## config.mk

```make
export PLATFORM = sky130hd
export DESIGN_NAME = regfile_wb_arbiter_flat
export DESIGN_NICKNAME = d
export VERILOG_FILES = /design/src/rtl/cpu_pkg.sv /design/src/rtl/regfile_wb_arbiter_if.sv /design/src/rtl/wb_scoreboard.sv /design/src/rtl/regfile_wb_arbiter.sv /design/src/flat_wrapper.sv
export SDC_FILE = /design/constraint.sdc
export NUM_CORES = 1
export LEC_CHECK = 0
export ABC_AREA = 1
export BUFFER_PORTS_ARGS = -buffer_cell sky130_fd_sc_hd__buf_2
export CORE_MARGIN = 2
export CORE_UTILIZATION = 53
export DETAILED_ROUTE_END_ITERATION = 8
export HOLD_SLACK_MARGIN = 0.02
export PLACE_DENSITY_LB_ADDON = 0.08
export SKIP_CTS_REPAIR_TIMING = 1
export SLEW_MARGIN = 10
export SYNTH_ARGS = -nofsm -noshare
export SYNTH_HDL_FRONTEND = slang
export SYNTH_SLANG_ARGS = --single-unit
```

## constraint.sdc

```tcl
create_clock -name clk -period 2.95 [get_ports clk]
set_input_delay 0.1475 -clock clk [delete_from_list [all_inputs] [get_ports clk]]
set_output_delay 0.1475 -clock clk [all_outputs]
set_load 0.03 [all_outputs]
```

## src/rtl/cpu_pkg.sv

```systemverilog
// rtl/cpu_pkg.sv - shared register-file constants and index/data types
package cpu_pkg;

    localparam int NREGS  = 16;
    localparam int REG_AW = 4;
    localparam int DW     = 32;

    typedef logic [REG_AW-1:0] reg_idx_t;
    typedef logic [DW-1:0]     data_t;

endpackage

```

## src/rtl/regfile_wb_arbiter_if.sv

```systemverilog
// rtl/regfile_wb_arbiter_if.sv - issue, result-stream and write-port bundle for the write-back controller
// slave modport: the write-back controller; master modport: decode/execute/memory side driving it.
//   issue_*      decode presents an instruction, gets issue_stall back
//   alu_*/mem_*  result streams (valid/ready), ready is the grant
//   rf_*         registered register-file write port
//   busy         any register still awaiting write-back
interface regfile_wb_arbiter_if;

    logic              issue_valid;
    logic              issue_wr;
    cpu_pkg::reg_idx_t issue_rd;
    cpu_pkg::reg_idx_t issue_rs1;
    cpu_pkg::reg_idx_t issue_rs2;
    logic              issue_stall;

    logic              alu_valid;
    cpu_pkg::reg_idx_t alu_rd;
    cpu_pkg::data_t    alu_data;
    logic              alu_ready;

    logic              mem_valid;
    cpu_pkg::reg_idx_t mem_rd;
    cpu_pkg::data_t    mem_data;
    logic              mem_ready;

    logic              rf_we;
    cpu_pkg::reg_idx_t rf_rd;
    cpu_pkg::data_t    rf_wdata;
    logic              busy;

    modport slave (
        input  issue_valid, issue_wr, issue_rd, issue_rs1, issue_rs2,
        output issue_stall,
        input  alu_valid, alu_rd, alu_data,
        output alu_ready,
        input  mem_valid, mem_rd, mem_data,
        output mem_ready,
        output rf_we, rf_rd, rf_wdata, busy
    );

    modport master (
        output issue_valid, issue_wr, issue_rd, issue_rs1, issue_rs2,
        input  issue_stall,
        output alu_valid, alu_rd, alu_data,
        input  alu_ready,
        output mem_valid, mem_rd, mem_data,
        input  mem_ready,
        input  rf_we, rf_rd, rf_wdata, busy
    );

endinterface

```

## src/rtl/wb_scoreboard.sv

```systemverilog
// rtl/wb_scoreboard.sv - pending-write bit per register with set/clear and three lookups
// Ports: clk, rst_n (async, active low); set_en/set_idx marks a register pending,
// clr_en/clr_idx retires it; rs1/rs2/rd lookups return the current pending bit; busy = any pending.
module wb_scoreboard
    import cpu_pkg::*;
(
    input  logic     clk,
    input  logic     rst_n,
    input  logic     set_en,
    input  reg_idx_t set_idx,
    input  logic     clr_en,
    input  reg_idx_t clr_idx,
    input  reg_idx_t rs1_idx,
    input  reg_idx_t rs2_idx,
    input  reg_idx_t rd_idx,
    output logic     rs1_hit,
    output logic     rs2_hit,
    output logic     rd_hit,
    output logic     busy
);

    logic [NREGS-1:0] pending;
    logic [NREGS-1:0] pending_nxt;

    // Clear is applied before set so a same-edge set of the same index wins.
    // r0 can never be pending.
    always_comb begin
        pending_nxt = pending;
        if (clr_en) pending_nxt[clr_idx] = 1'b0;
        if (set_en) pending_nxt[set_idx] = 1'b1;
        pending_nxt[0] = 1'b0;
    end

    always_ff @(posedge clk or negedge rst_n) begin
        if (!rst_n) pending <= '0;
        else        pending <= pending_nxt;
    end

    assign rs1_hit = pending[rs1_idx];
    assign rs2_hit = pending[rs2_idx];
    assign rd_hit  = pending[rd_idx];
    assign busy    = |pending;

endmodule

```

## src/rtl/regfile_wb_arbiter.sv

```systemverilog
// rtl/regfile_wb_arbiter.sv - ALU/load write-back arbiter with registered RF write port and hazard stall
// Ports: clk, rst_n (async, active low), wb (slave modport): issue_* in / issue_stall out,
// alu_*/mem_* result streams in with *_ready out, rf_we/rf_rd/rf_wdata registered out, busy out.
module regfile_wb_arbiter
    import cpu_pkg::*;
(
    input  logic                 clk,
    input  logic                 rst_n,
    regfile_wb_arbiter_if.slave  wb
);

    logic     rr_alu;        // 1: ALU wins the next contested cycle
    logic     grant_alu;
    logic     grant_mem;
    logic     contested;
    reg_idx_t wb_rd;
    data_t    wb_data;
    logic     issue_accept;
    logic     rs1_hit;
    logic     rs2_hit;
    logic     rd_hit;
    logic     sb_busy;
    logic     rf_we_q;
    reg_idx_t rf_rd_q;
    data_t    rf_wdata_q;

    // Grants are gated by rst_n so a requester sees no ready while reset is held.
    always_comb begin
        contested = wb.alu_valid & wb.mem_valid;
        grant_alu = rst_n & wb.alu_valid & (~wb.mem_valid | rr_alu);
        grant_mem = rst_n & wb.mem_valid & (~wb.alu_valid | ~rr_alu);
        wb_rd     = grant_mem ? wb.mem_rd   : wb.alu_rd;
        wb_data   = grant_mem ? wb.mem_data : wb.alu_data;
    end

    assign wb.alu_ready   = grant_alu;
    assign wb.mem_ready   = grant_mem;
    assign wb.issue_stall = wb.issue_valid & (rs1_hit | rs2_hit | (wb.issue_wr & rd_hit));
    assign issue_accept   = wb.issue_valid & ~wb.issue_stall & wb.issue_wr & (wb.issue_rd != '0);

    wb_scoreboard u_sb (
        .clk     (clk),
        .rst_n   (rst_n),
        .set_en  (issue_accept),
        .set_idx (wb.issue_rd),
        .clr_en  (rf_we_q),
        .clr_idx (rf_rd_q),
        .rs1_idx (wb.issue_rs1),
        .rs2_idx (wb.issue_rs2),
        .rd_idx  (wb.issue_rd),
        .rs1_hit (rs1_hit),
        .rs2_hit (rs2_hit),
        .rd_hit  (rd_hit),
        .busy    (sb_busy)
    );

    // A granted r0 result completes its handshake but never reaches the write port.
    always_ff @(posedge clk or negedge rst_n) begin
        if (!rst_n) begin
            rr_alu     <= 1'b1;
            rf_we_q    <= 1'b0;
            rf_rd_q    <= '0;
            rf_wdata_q <= '0;
        end else begin
            rf_we_q <= (grant_alu | grant_mem) & (wb_rd != '0);
            if ((grant_alu | grant_mem) && (wb_rd != '0)) begin
                rf_rd_q    <= wb_rd;
                rf_wdata_q <= wb_data;
            end
            if (contested) rr_alu <= grant_mem;
        end
    end

    assign wb.rf_we    = rf_we_q;
    assign wb.rf_rd    = rf_rd_q;
    assign wb.rf_wdata = rf_wdata_q;
    assign wb.busy     = sb_busy;

endmodule
```

## src/flat_wrapper.sv

```systemverilog
// flat-port wrapper written by rule: the top's interface ports become plain ports
module regfile_wb_arbiter_flat import cpu_pkg::*;
  (clk, rst_n, wb_issue_valid, wb_issue_wr, wb_issue_rd, wb_issue_rs1, wb_issue_rs2, wb_issue_stall, wb_alu_valid, wb_alu_rd, wb_alu_data, wb_alu_ready, wb_mem_valid, wb_mem_rd, wb_mem_data, wb_mem_ready, wb_rf_we, wb_rf_rd, wb_rf_wdata, wb_busy);
  regfile_wb_arbiter_if wb_i ();
  input  logic clk;
  input  logic rst_n;
  input wire logic [$bits(wb_i.issue_valid)-1:0] wb_issue_valid;
  input wire logic [$bits(wb_i.issue_wr)-1:0] wb_issue_wr;
  input wire logic [$bits(wb_i.issue_rd)-1:0] wb_issue_rd;
  input wire logic [$bits(wb_i.issue_rs1)-1:0] wb_issue_rs1;
  input wire logic [$bits(wb_i.issue_rs2)-1:0] wb_issue_rs2;
  output wire logic [$bits(wb_i.issue_stall)-1:0] wb_issue_stall;
  input wire logic [$bits(wb_i.alu_valid)-1:0] wb_alu_valid;
  input wire logic [$bits(wb_i.alu_rd)-1:0] wb_alu_rd;
  input wire logic [$bits(wb_i.alu_data)-1:0] wb_alu_data;
  output wire logic [$bits(wb_i.alu_ready)-1:0] wb_alu_ready;
  input wire logic [$bits(wb_i.mem_valid)-1:0] wb_mem_valid;
  input wire logic [$bits(wb_i.mem_rd)-1:0] wb_mem_rd;
  input wire logic [$bits(wb_i.mem_data)-1:0] wb_mem_data;
  output wire logic [$bits(wb_i.mem_ready)-1:0] wb_mem_ready;
  output wire logic [$bits(wb_i.rf_we)-1:0] wb_rf_we;
  output wire logic [$bits(wb_i.rf_rd)-1:0] wb_rf_rd;
  output wire logic [$bits(wb_i.rf_wdata)-1:0] wb_rf_wdata;
  output wire logic [$bits(wb_i.busy)-1:0] wb_busy;
  assign wb_i.issue_valid = wb_issue_valid;
  assign wb_i.issue_wr = wb_issue_wr;
  assign wb_i.issue_rd = wb_issue_rd;
  assign wb_i.issue_rs1 = wb_issue_rs1;
  assign wb_i.issue_rs2 = wb_issue_rs2;
  assign wb_issue_stall = wb_i.issue_stall;
  assign wb_i.alu_valid = wb_alu_valid;
  assign wb_i.alu_rd = wb_alu_rd;
  assign wb_i.alu_data = wb_alu_data;
  assign wb_alu_ready = wb_i.alu_ready;
  assign wb_i.mem_valid = wb_mem_valid;
  assign wb_i.mem_rd = wb_mem_rd;
  assign wb_i.mem_data = wb_mem_data;
  assign wb_mem_ready = wb_i.mem_ready;
  assign wb_rf_we = wb_i.rf_we;
  assign wb_rf_rd = wb_i.rf_rd;
  assign wb_rf_wdata = wb_i.rf_wdata;
  assign wb_busy = wb_i.busy;
  regfile_wb_arbiter u_core (.clk(clk), .rst_n(rst_n), .wb(wb_i));
endmodule
```

==> results.py <==
metrics = {
    "run_status": {
        "outcome": "finished clean",
    },
    "cells_and_area": {
        "final_cell_count_no_fill": 708,
        "fillers": 557,
        "design_area_um2": 4009,
        "area_delta_synth_final_pct": 21.27,
        "antenna_cells": 0,
        "nets": 722,
        "multi_input_area_um2": 1673,
        "register_area_um2": 1328,
        "drive_gt1_share_pct": 23.70,
    },
    "run": {
        "cap_viol_max_count": 0,
    },
    "cts": {
        "cts.sinks": 53,
        "cts_root_buffer": "clkbuf_8",
        "clk_pin_slew_ns": 0.10,
        "clock_latency_ns": 0.31,
        "cts_tree": "done",
        "htree_levels": 2,
        "clock_path_buffers": 2,
        "cts_buffers": 5,
    },
    "setup_path": {
        "crit_fanout": 40,
        "cp_cell_sequence": "nand2_1 -> nand3_2 -> inv_2 -> o21ai_1 -> nand4_1 -> nand2_2 -> buf_4 -> o21ai_0",
        "arrival_ns": 2.28,
        "cp.required_ns": 3.13,
        "cp-end-kind": "flop",
        "crit_path_top_delay_cell": "dfstp_2",
        "crit_path_max_incr_delay_ns": 0.56,
        "crit_type": "reg -> reg",
        "cp-start-kind": "flop",
    },
    "placement": {
        "place.port_buffers": 130,
        "place_hpwl_um": 6571,
        "routabilityCongestion": 0.9119,
        "pre_cts_slack_ns": 0.8731,
        "place_area_um2": 3915,
        "dpl.cell_count": 700,
    },
    "floorplanning": {
        "core_area_um2": 5991,
        "fp.dieH_um": 82.98,
        "std_cell_rows": 28,
        "io_pins": 131,
        "dieArea_um2": 6885,
        "start_util_pct": 55.18,
        "die_w_um": 82.98,
    },
    "logic_synthesis": {
        "postSynthAreaPerCell_um2": 6.444,
        "synth_warnings": 0,
        "synthXorXnorAreaFrac_pct": 0,
        "synth_fp_nets": 603,
        "synthSimpleGateAreaFrac_pct": 46.14,
        "synth-seq-cells": 53,
        "synthAdderAreaFrac_pct": 0,
        "netlist_instances": 513,
        "synth_area_um2": 3306,
        "synth-compound-area-share_pct": 4.466,
        "seq_area_frac_synth_pct": 40.16,
        "synth_top_family_by_area": "simple AND/OR/NAND/NOR gates",
        "ys_types": 25,
        "synthMuxAreaShare_pct": 0,
    },
    "grt": {
        "grt_overflow": 0,
        "grt_pass1_vias": 3275,
        "antenna_found_initial": 0,
        "grt_pass1_wl_um": 14580,
        "grt_max_degree": 54,
        "grt_usage_pct": 25.17,
    },
    "pwr": {
        "p_int_mw": 1.448,
        "seq_power_share_pct": 44.0,
        "power.total_mw": 2.636,
        "switching_power_mw": 1.188,
        "vdd_drop_max_uv": 322.1,
        "power.density_nw_per_um2": 657.5,
        "p_sw_share_pct": 45.06,
        "power_frac_comb_pct": 39.9,
        "p_leak_nw": 2.405,
        "p_clk_share_pct": 16.1,
    },
    "drt": {
        "drt_iter0_drc": 312,
        "drc": 0,
        "ant_nets": 0,
        "num_vias": 3548,
        "drt-pass1-iter-count": 5,
        "drt-wirelength-per-cell_um": 12.06,
        "routed_wl_um": 8536,
        "drt-vias-per-instance": 5.011,
    },
    "timing": {
        "slew_violations": 0,
        "finalCriticalPeriod_ns": 2.092,
        "setup_violations": 0,
        "timing.final.crit_share_pct": 70.92,
        "setup_slack_ns": 0.8578,
        "worst_pin_slew_ns": 0.9981,
        "fmax_mhz": 478.0,
        "slew_headroom_pct": 33.46,
        "finalClockSkew_ns": 0.01035,
        "timing.setup.tns_ns": 0,
        "finalHoldViolCount": 0,
        "rsz0062_at_grt": "no",
    },
    "min_path": {
        "hp-class": "in -> async",
    },
}
[power groups by stage]
stage                     combinational (mW)  sequential [mW]  clock (mW)
after global routing                    1.18             1.18       0.469
after global placement                  1.03             1.17           0
after floorplan                        0.555             1.31           0
after detailed placement                1.05             1.16           0
after CTS                               1.06             1.15       0.431
final                                   1.05             1.16       0.425
[cell usage in the layout (no fill, tap or decap), types with 2 or more instances in the layout]
cell type and count:
nand4_1 17, o31ai_1 4, dfrtp_1 52, nand2_1 286, clkbuf_8 5, o21ai_0 17
inv_2 3, or2_0 2, nand3_1 37, nor4_1 3, buf_4 3, nor2_1 22
o21ai_1 4, buf_2 130, inv_1 35, nand2_2 2
[cell usage after synthesis]
cell type | n | area share (%)
nand3_1 | 37 | 5.6
nor2_1 | 22 | 2.5
dfrtp_1 | 52 | 39
inv_1 | 35 | 4.0
nand2_1 | 286 | 32
o21ai_0 | 17 | 2.6
a21oi_1 | 1 | 0.15
dfstp_2 | 1 | 0.79
buf_6 | 7 | 2.4
nor3_1 | 1 | 0.15
o21ai_1 | 4 | 0.61
inv_2 | 3 | 0.34
a21boi_0 | 1 | 0.23
buf_1 | 1 | 0.11
clkbuf_1 | 6 | 0.68
buf_4 | 7 | 1.6
nand4_1 | 17 | 3.2
nor4_1 | 3 | 0.57
clkinv_2 | 1 | 0.15
nor2_4 | 1 | 0.34
nand2_2 | 2 | 0.38
or2_0 | 2 | 0.38
nand3_2 | 1 | 0.30
o31ai_1 | 4 | 0.91
nand3b_1 | 1 | 0.23
[flip-flops by register name, summed over array words and instances, names as in the netlist]
signal               cells
u_core.rr_alu            1
u_core.wb.rf_we          1
u_core.wb.rf_wdata      32
u_core.wb.rf_rd          4
u_core.u_sb.pending     15
[final timing paths]
path / to / cells after the start / startpoint / slack [ns]
worst max register to register: u_core.wb.rf_rd[3]$_DFFE_PN0P_ / 8 / u_core.rr_alu$_DFFE_PN1P_ / 0.86
worst max-delay path: u_core.wb.rf_rd[3]$_DFFE_PN0P_ / 8 / u_core.rr_alu$_DFFE_PN1P_ / 0.86
worst min register to register: u_core.wb.rf_wdata[20]$_DFFE_PN0P_ / 2 / u_core.wb.rf_wdata[20]$_DFFE_PN0P_ / 0.48
worst min-delay path: u_core.wb.rf_wdata[30]$_DFFE_PN0P_ / 2 / rst_n / 0.0004
max in group asynchronous: u_core.wb.rf_wdata[14]$_DFFE_PN0P_ / 2 / rst_n / 2.53
min in group clk: u_core.wb.rf_wdata[8]$_DFFE_PN0P_ / 5 / wb_mem_data[8] / 0.11
[stage by stage]
step,utilization [%],hold slack (ns)
after CTS,66.92,0.02919
final,66.92,0.0003857
after global routing,66.92,0.05919
after global placement,65.35,0.3758
after floorplan,-,-0.1481
after detailed placement,65.35,0.3693
[metal layers]
layer / part of all wire (%) / vias to the layer above / GRT usage [%]
met5: 0 / - / 0
met3: 6.2 / 18 / 3.579
met1: 44 / 1561 / 34.38
met4: 1.8 / 0 / 7.303
li1: - / 1834 / -
met2: 48 / 135 / 41.79
[kinds of logic after synthesis]
logic type             count (synthesis)
buffers and inverters                 60
flip-flops                            53
AO/OA/AOI/OAI                         27
AND/OR/NAND/NOR                      373
[critical path, delay by kind of cell (launching register included)]
family	cells	cell delay, ns
buffers and inverters	2	0.60
AND/OR/NAND/NOR	4	0.42
AO/OA/AOI/OAI	2	0.38
flip-flops	1	0.56
[final cells by class]
cell class,instances,area share (%)
timing repair buffer,133,16.79
multi-input combinational,400,41.73
sequential,53,33.11
tap,75,2.341
clock buffer,5,1.717
inverter,39,3.683
clock inverter,3,0.6242
(Power assumes the default switching activity.)
